### config.mk
export PLATFORM = sky130hd
export DESIGN_NAME = led_frame_scheduler
export DESIGN_NICKNAME = d
export VERILOG_FILES = /design/src/rtl/led_pkg.sv /design/src/rtl/led_phase_timer.sv /design/src/rtl/led_frame_scheduler.sv
export SDC_FILE = /design/constraint.sdc
export NUM_CORES = 1
export LEC_CHECK = 0
export BUFFER_PORTS_ARGS = -buffer_cell sky130_fd_sc_hd__buf_4
export CAP_MARGIN = 20
export CORE_ASPECT_RATIO = 0.9
export CORE_MARGIN = 8
export CORE_UTILIZATION = 60
export DETAILED_ROUTE_END_ITERATION = 6
export GPL_ROUTABILITY_DRIVEN = 0
export PLACE_DENSITY = 0.91
export SLEW_MARGIN = 10
export SYNTH_ARGS = -nofsm -noshare
export SYNTH_HDL_FRONTEND = slang
export SYNTH_SLANG_ARGS = --single-unit
### constraint.sdc
create_clock -name iClk -period 44.1 [get_ports iClk]
set_input_delay 6.615 -clock iClk [delete_from_list [all_inputs] [get_ports iClk]]
set_output_delay 6.615 -clock iClk [all_outputs]
set_load 0.01 [all_outputs]
### src/rtl/led_pkg.sv
// rtl/led_pkg.sv - shared constants and state type for the LED frame scheduler
package led_pkg;

    localparam int MATRIX_DIM = 16;
    localparam int FRAME_BITS = MATRIX_DIM * MATRIX_DIM;
    localparam int BIT_CNT_W  = $clog2(FRAME_BITS);

    typedef enum logic [1:0] {
        IDLE,
        SHIFT_LO,
        SHIFT_HI,
        LATCH
    } led_sched_state_t;

endpackage

### src/rtl/led_phase_timer.sv
// rtl/led_phase_timer.sv - per-phase down-counter that flags the last cycle of a phase
// Ports: clk_i/rst_i clock and async active-high reset; load_i restarts the phase;
//        phase_end_o is high in the final cycle of the current phase.
module led_phase_timer #(
    parameter int CLK_DIV = 4
) (
    input  logic clk_i,
    input  logic rst_i,
    input  logic load_i,
    output logic phase_end_o
);

    localparam int            CW     = $clog2(CLK_DIV + 1);
    localparam logic [CW-1:0] RELOAD = CW'(CLK_DIV - 1);

    logic [CW-1:0] cnt_q, cnt_d;

    always_comb begin
        cnt_d = cnt_q;
        if (load_i) begin
            cnt_d = RELOAD;
        end else if (cnt_q != '0) begin
            cnt_d = cnt_q - 1'b1;
        end
    end

    always_ff @(posedge clk_i or posedge rst_i) begin
        if (rst_i) begin
            cnt_q <= '0;
        end else begin
            cnt_q <= cnt_d;
        end
    end

    // A freshly loaded count of CLK_DIV-1 reaches zero in the CLK_DIV-th cycle.
    assign phase_end_o = (cnt_q == '0);

endmodule

### src/rtl/led_frame_scheduler.sv
// rtl/led_frame_scheduler.sv - frame-coherent serialiser for the 16x16 LED shift chain
// Ports: iClk/iReset clock and async active-high reset; iFrame/iFrameValid/oFrameReady
//        frame handshake; oData/oShiftClk/oStoreClk chain pins; oBusy/oFrameDone status.
// Build option: LED_REPEAT_EN - keep refreshing the last frame instead of returning to IDLE.
module led_frame_scheduler
    import led_pkg::*;
#(
    parameter int CLK_DIV = 4
) (
    input  logic                  iClk,
    input  logic                  iReset,
    input  logic [FRAME_BITS-1:0] iFrame,
    input  logic                  iFrameValid,
    output logic                  oFrameReady,
    output logic                  oData,
    output logic                  oShiftClk,
    output logic                  oStoreClk,
    output logic                  oBusy,
    output logic                  oFrameDone
);

    led_sched_state_t state_q, state_d;

    logic [FRAME_BITS-1:0] shift_q, shift_d;
    logic [FRAME_BITS-1:0] pend_data_q, pend_data_d;
    logic                  pend_valid_q, pend_valid_d;
    logic [BIT_CNT_W-1:0]  bit_cnt_q, bit_cnt_d;

    logic data_q, data_d;
    logic shift_clk_q, store_clk_q, busy_q, ready_q;
    logic done_q, done_d;

    logic accept, pull, phase_end, timer_load;

`ifdef LED_REPEAT_EN
    logic [FRAME_BITS-1:0] last_q, last_d;
`endif

    // Every state change starts a new CLK_DIV-long phase.
    assign timer_load = (state_d != state_q);

    led_phase_timer #(
        .CLK_DIV (CLK_DIV)
    ) u_phase_timer (
        .clk_i       (iClk),
        .rst_i       (iReset),
        .load_i      (timer_load),
        .phase_end_o (phase_end)
    );

    assign accept = iFrameValid && ready_q;

    always_comb begin
        state_d      = state_q;
        shift_d      = shift_q;
        bit_cnt_d    = bit_cnt_q;
        pend_data_d  = pend_data_q;
        pend_valid_d = pend_valid_q;
        done_d       = 1'b0;
        pull         = 1'b0;
`ifdef LED_REPEAT_EN
        last_d       = last_q;
`endif

        case (state_q)
            IDLE: begin
                if (pend_valid_q) begin
                    pull = 1'b1;
                end
            end
            SHIFT_LO: begin
                if (phase_end) begin
                    state_d = SHIFT_HI;
                end
            end
            SHIFT_HI: begin
                if (phase_end) begin
                    shift_d   = shift_q >> 1;
                    bit_cnt_d = bit_cnt_q + 1'b1;
                    state_d   = (bit_cnt_q == {BIT_CNT_W{1'b1}}) ? LATCH : SHIFT_LO;
                end
            end
            LATCH: begin
                if (phase_end) begin
                    done_d = 1'b1;
                    if (pend_valid_q) begin
                        pull = 1'b1;
                    end else begin
`ifdef LED_REPEAT_EN
                        shift_d   = last_q;
                        bit_cnt_d = '0;
                        state_d   = SHIFT_LO;
`else
                        state_d   = IDLE;
`endif
                    end
                end
            end
            default: state_d = IDLE;
        endcase

        // Engine pull reads the slot's current contents; a same-edge accept refills it.
        if (pull) begin
            shift_d      = pend_data_q;
            bit_cnt_d    = '0;
            state_d      = SHIFT_LO;
            pend_valid_d = 1'b0;
`ifdef LED_REPEAT_EN
            last_d       = pend_data_q;
`endif
        end

        if (accept) begin
            pend_data_d  = iFrame;
            pend_valid_d = 1'b1;
        end

        // Data only moves on SHIFT_LO entry, giving CLK_DIV cycles of setup and hold.
        data_d = data_q;
        if (state_d == IDLE) begin
            data_d = 1'b0;
        end else if (state_d == SHIFT_LO) begin
            data_d = shift_d[0];
        end
    end

    always_ff @(posedge iClk or posedge iReset) begin
        if (iReset) begin
            state_q      <= IDLE;
            shift_q      <= '0;
            pend_data_q  <= '0;
            pend_valid_q <= 1'b0;
            bit_cnt_q    <= '0;
            data_q       <= 1'b0;
            shift_clk_q  <= 1'b0;
            store_clk_q  <= 1'b0;
            busy_q       <= 1'b0;
            done_q       <= 1'b0;
            ready_q      <= 1'b0;
        end else begin
            state_q      <= state_d;
            shift_q      <= shift_d;
            pend_data_q  <= pend_data_d;
            pend_valid_q <= pend_valid_d;
            bit_cnt_q    <= bit_cnt_d;
            data_q       <= data_d;
            shift_clk_q  <= (state_d == SHIFT_HI);
            store_clk_q  <= (state_d == LATCH);
            busy_q       <= (state_d != IDLE);
            done_q       <= done_d;
            ready_q      <= !pend_valid_d;
        end
    end

`ifdef LED_REPEAT_EN
    always_ff @(posedge iClk or posedge iReset) begin
        if (iReset) begin
            last_q <= '0;
        end else begin
            last_q <= last_d;
        end
    end
`endif

    assign oFrameReady = ready_q;
    assign oData       = data_q;
    assign oShiftClk   = shift_clk_q;
    assign oStoreClk   = store_clk_q;
    assign oBusy       = busy_q;
    assign oFrameDone  = done_q;

endmodule

==> summary.md <==
| Metric | Value |
|---|---|
| DRC viols | `0` |
| FF+latch count, synth | `532` |
| Core Region | `36100 sq um` |
| Fin crit period | `9.88 ns` |
| Clock Latency Late Sink | `0.58 ns` |
| Mux contribution to synthesized area | `0.133` |
| HPWL after DPL | `31100 um` |
| Clk pwr share | `0.229` |
| Post-synth EDFFs | `0` |
| CTS Hold Buffers Added | `0` |
| CTS root buf | `clkbuf_16` |
| Post-Synth XOR/XNOR Area | `0.00280` |
| Mapped cell area | `21900 sq um` |
| Initial antenna violation count | `0` |
| Die height | `197 um` |
| Final period utilization | `0.224` |
| Number of nets in the layout | `2502` |
| Total GRT Usage | `0.239` |
| Worst EP required | `44.85 ns` |
| TritonCTS clock tree | `built` |
| Post-synth ARST share | `1.00` |
| CP Class | `primary input to async pin` |
| H-tree depth | `2` |
| Die W | `217 um` |
| Row count | `66` |
| Gate power share | `0.299` |
| Vias in the first global route | `16.7k` |
| Worst-Margin Slew | `1.18 ns` |
| Dominant cells by area after synthesis | `dfrtp_1 (61%), mux2_2 (13%), nand2_1 (8.9%)` |
| Max Cap Violations | `0` |
| Cell variety after synth | `42` |
| Total grt overflow | `0` |
| Antenna diodes | `0` |
| Synthesized area per cell | `10.7 sq um` |
| Switching power total | `0.621 mW` |
| CP startpoint kind | `primary input` |
| Largest area contributor in the netlist | `dfrtp_1` |
| Post-Synth Simple-Gate Area | `0.142` |
| Initial core utilization | `0.607` |
| Int Power | `1.25 mW` |
| Status | `complete, no violations` |
| Syn nets | `2309` |
| Classification of the worst-slack hold path | `register to register` |
| DRT iter0 DRCs | `1531` |
| Power density over the cells | `72.6 nW/um^2` |
| Syn Inst Count | `2042` |
| Post-CTS Setup Repair Bufs | `0` |
| Die area | `42900 sq um` |
| CP max FO | `135` |
| Final antenna-violating net count | `0` |
| Post-route cell area | `25800 sq um` |
| Top Ports | `265` |
| Share of the synthesized area in the top cell type | `0.607` |
| Crit path DAT | `10.63 ns` |
| Clock buffer depth | `3` |
| Via density | `5.85` |
| Setup-failing EPs final | `0` |
| Switching part of the total | `0.332` |
| Slew Limit Fails | `0` |
| Syn-to-layout area delta | `17.5%` |
| Max-slew headroom | `0.214` |
| Post-synth top flop | `dfrtp_1` |
| CTS Sinks | `532` |
| Worst hold slack | `0.505 ns` |
| Worst Skew | `0.0234 ns` |
| Seq pwr share | `0.472` |
| DP Area | `24000 sq um` |
| Most common cell after layout, fill and taps aside | `dfrtp_1` |
| # port buffers | `264` |
| Max IR drop VDD | `0.0617 mV` |
| Total CTS buffers | `51` |
| Synth Area in Compound Gates | `0.0787` |
| Pre-Repair DR Iteration Count | `7` |
| Crit. End Element | `async pin` |
| Routed wire length | `52000 um` |
| Yosys warns | `0` |
| Via count | `16.1k` |
| Most frequent cells in the layout | `dfrtp_1 (532), nand2_1 (517), buf_4 (277), nor2_1 (268), mux2_2 (256)` |
| Setup_tns | `0 ns` |
| Clk pin slew, worst setup/hold paths | `0.06 ns` |
| Final Hold Violating Endpoints | `0` |
| P_leak | `11.8 nW` |
| Largest family of logic cells by synthesized area | `simple AND/OR/NAND/NOR gates` |
| Wire length per cell | `18.9 um` |
| Largest net degree at the start of global routing | `268` |
| Layout cell share with drive strength beyond 1 | `0.277` |
| Sequential element share of the synthesized area | `0.607` |
| Unrepaired setup endpoints after global routing | `no` |
| CTS resizes | `0` |
| Adder-cell area share of the yosys netlist | `0.00457` |
| F_max | `101 MHz` |
| First-pass GRT wire length | `84600 um` |
[power groups by stage]
stage	sequential, mW	clock, mW	combinational, mW
detailed placement	0.879	0	0.542
global route	0.908	0.454	0.623
global placement	0.865	0	0.505
CTS	0.879	0.436	0.556
finish	0.883	0.428	0.559
floorplan	0.837	0	0.448
[metal layers]
layer | global-route usage | up-vias | routed length [um]
met5 | 0 | - | 0
met4 | 0.0976 | 0 | 1890
met3 | 0.0453 | 133 | 3240
met2 | 0.394 | 600 | 25900
met1 | 0.309 | 8054 | 21000
li1 | - | 7273 | -
[registers in the layout, indices dropped and copies added, names as in the netlist]
signal,flops
state_q,2
shift_q,256
oData,1
oShiftClk,1
oFrameReady,1
oStoreClk,1
u_phase_timer.cnt_q,3
oBusy,1
oFrameDone,1
bit_cnt_q,8
pend_valid_q,1
pend_data_q,256
[synthesized netlist by cell type, drive strengths merged, types with 2 or more instances]
master	count
ha	8
nor2	269
or2	2
nor3	4
o21ai	4
and2	2
xor2	5
buf	106
xnor2	2
a31oi	254
dfrtp	532
nand2b	2
nand4	2
inv	7
mux2i	3
clkbuf	39
nand2	517
a21oi	8
nand3	5
mux2	256
[through the flow]
step | utilization | instances | power (mW) | worst slack, ns
6_report | 0.714 | 2747 | 1.87 | 34.22
5_1_grt | 0.714 | 2747 | 1.99 | 33.62
4_1_cts | 0.709 | 2741 | 1.87 | 33.38
3_5_place_dp | 0.665 | 2652 | 1.42 | 32.75
3_3_place_gp | 0.665 | 2652 | 1.37 | 32.87
2_1_floorplan | - | 2042 | 1.28 | 22.62
[worst paths after layout]
path / startpoint / end / slack (ns) / cells after the start
setup / recovery: iReset / pend_data_q[113] / 34.22 / 8
hold / removal: shift_q[255] / shift_q[255] / 0.50 / 2
setup reg to reg: oFrameReady / pend_data_q[92] / 40.80 / 4
hold reg to reg: shift_q[255] / shift_q[255] / 0.50 / 2
max in group iClk: iFrameValid / pend_data_q[92] / 35.16 / 5
min in group asynchronous: iReset / pend_data_q[254] / 6.20 / 2
[logic make-up after synthesis]
logic type      Yosys count
buf+inv                 152
flops                   532
mux                     259
fa+ha+maj                 8
simple gates            811
xor+xnor                  7
compound gates          273
[layout make-up]
cell class	count	area (sq um)
Sequential cell	532	13300
Fill cell	2313	10300
Multi-Input combinational cell	1358	7920
Timing Repair Buffer	285	2280
Clock buffer	70	1430
Tap cell	476	596
Clock inverter	19	180
Inverter	7	33.8
[critical path, cell delays in order]
cell and delay [ns]:
buf_4 0.13, inv_8 0.58, buf_4 0.83, buf_4 0.39, buf_16 0.32, buf_4 0.80
buf_4 0.44, buf_16 0.33
(Power assumes the default switching activity.)
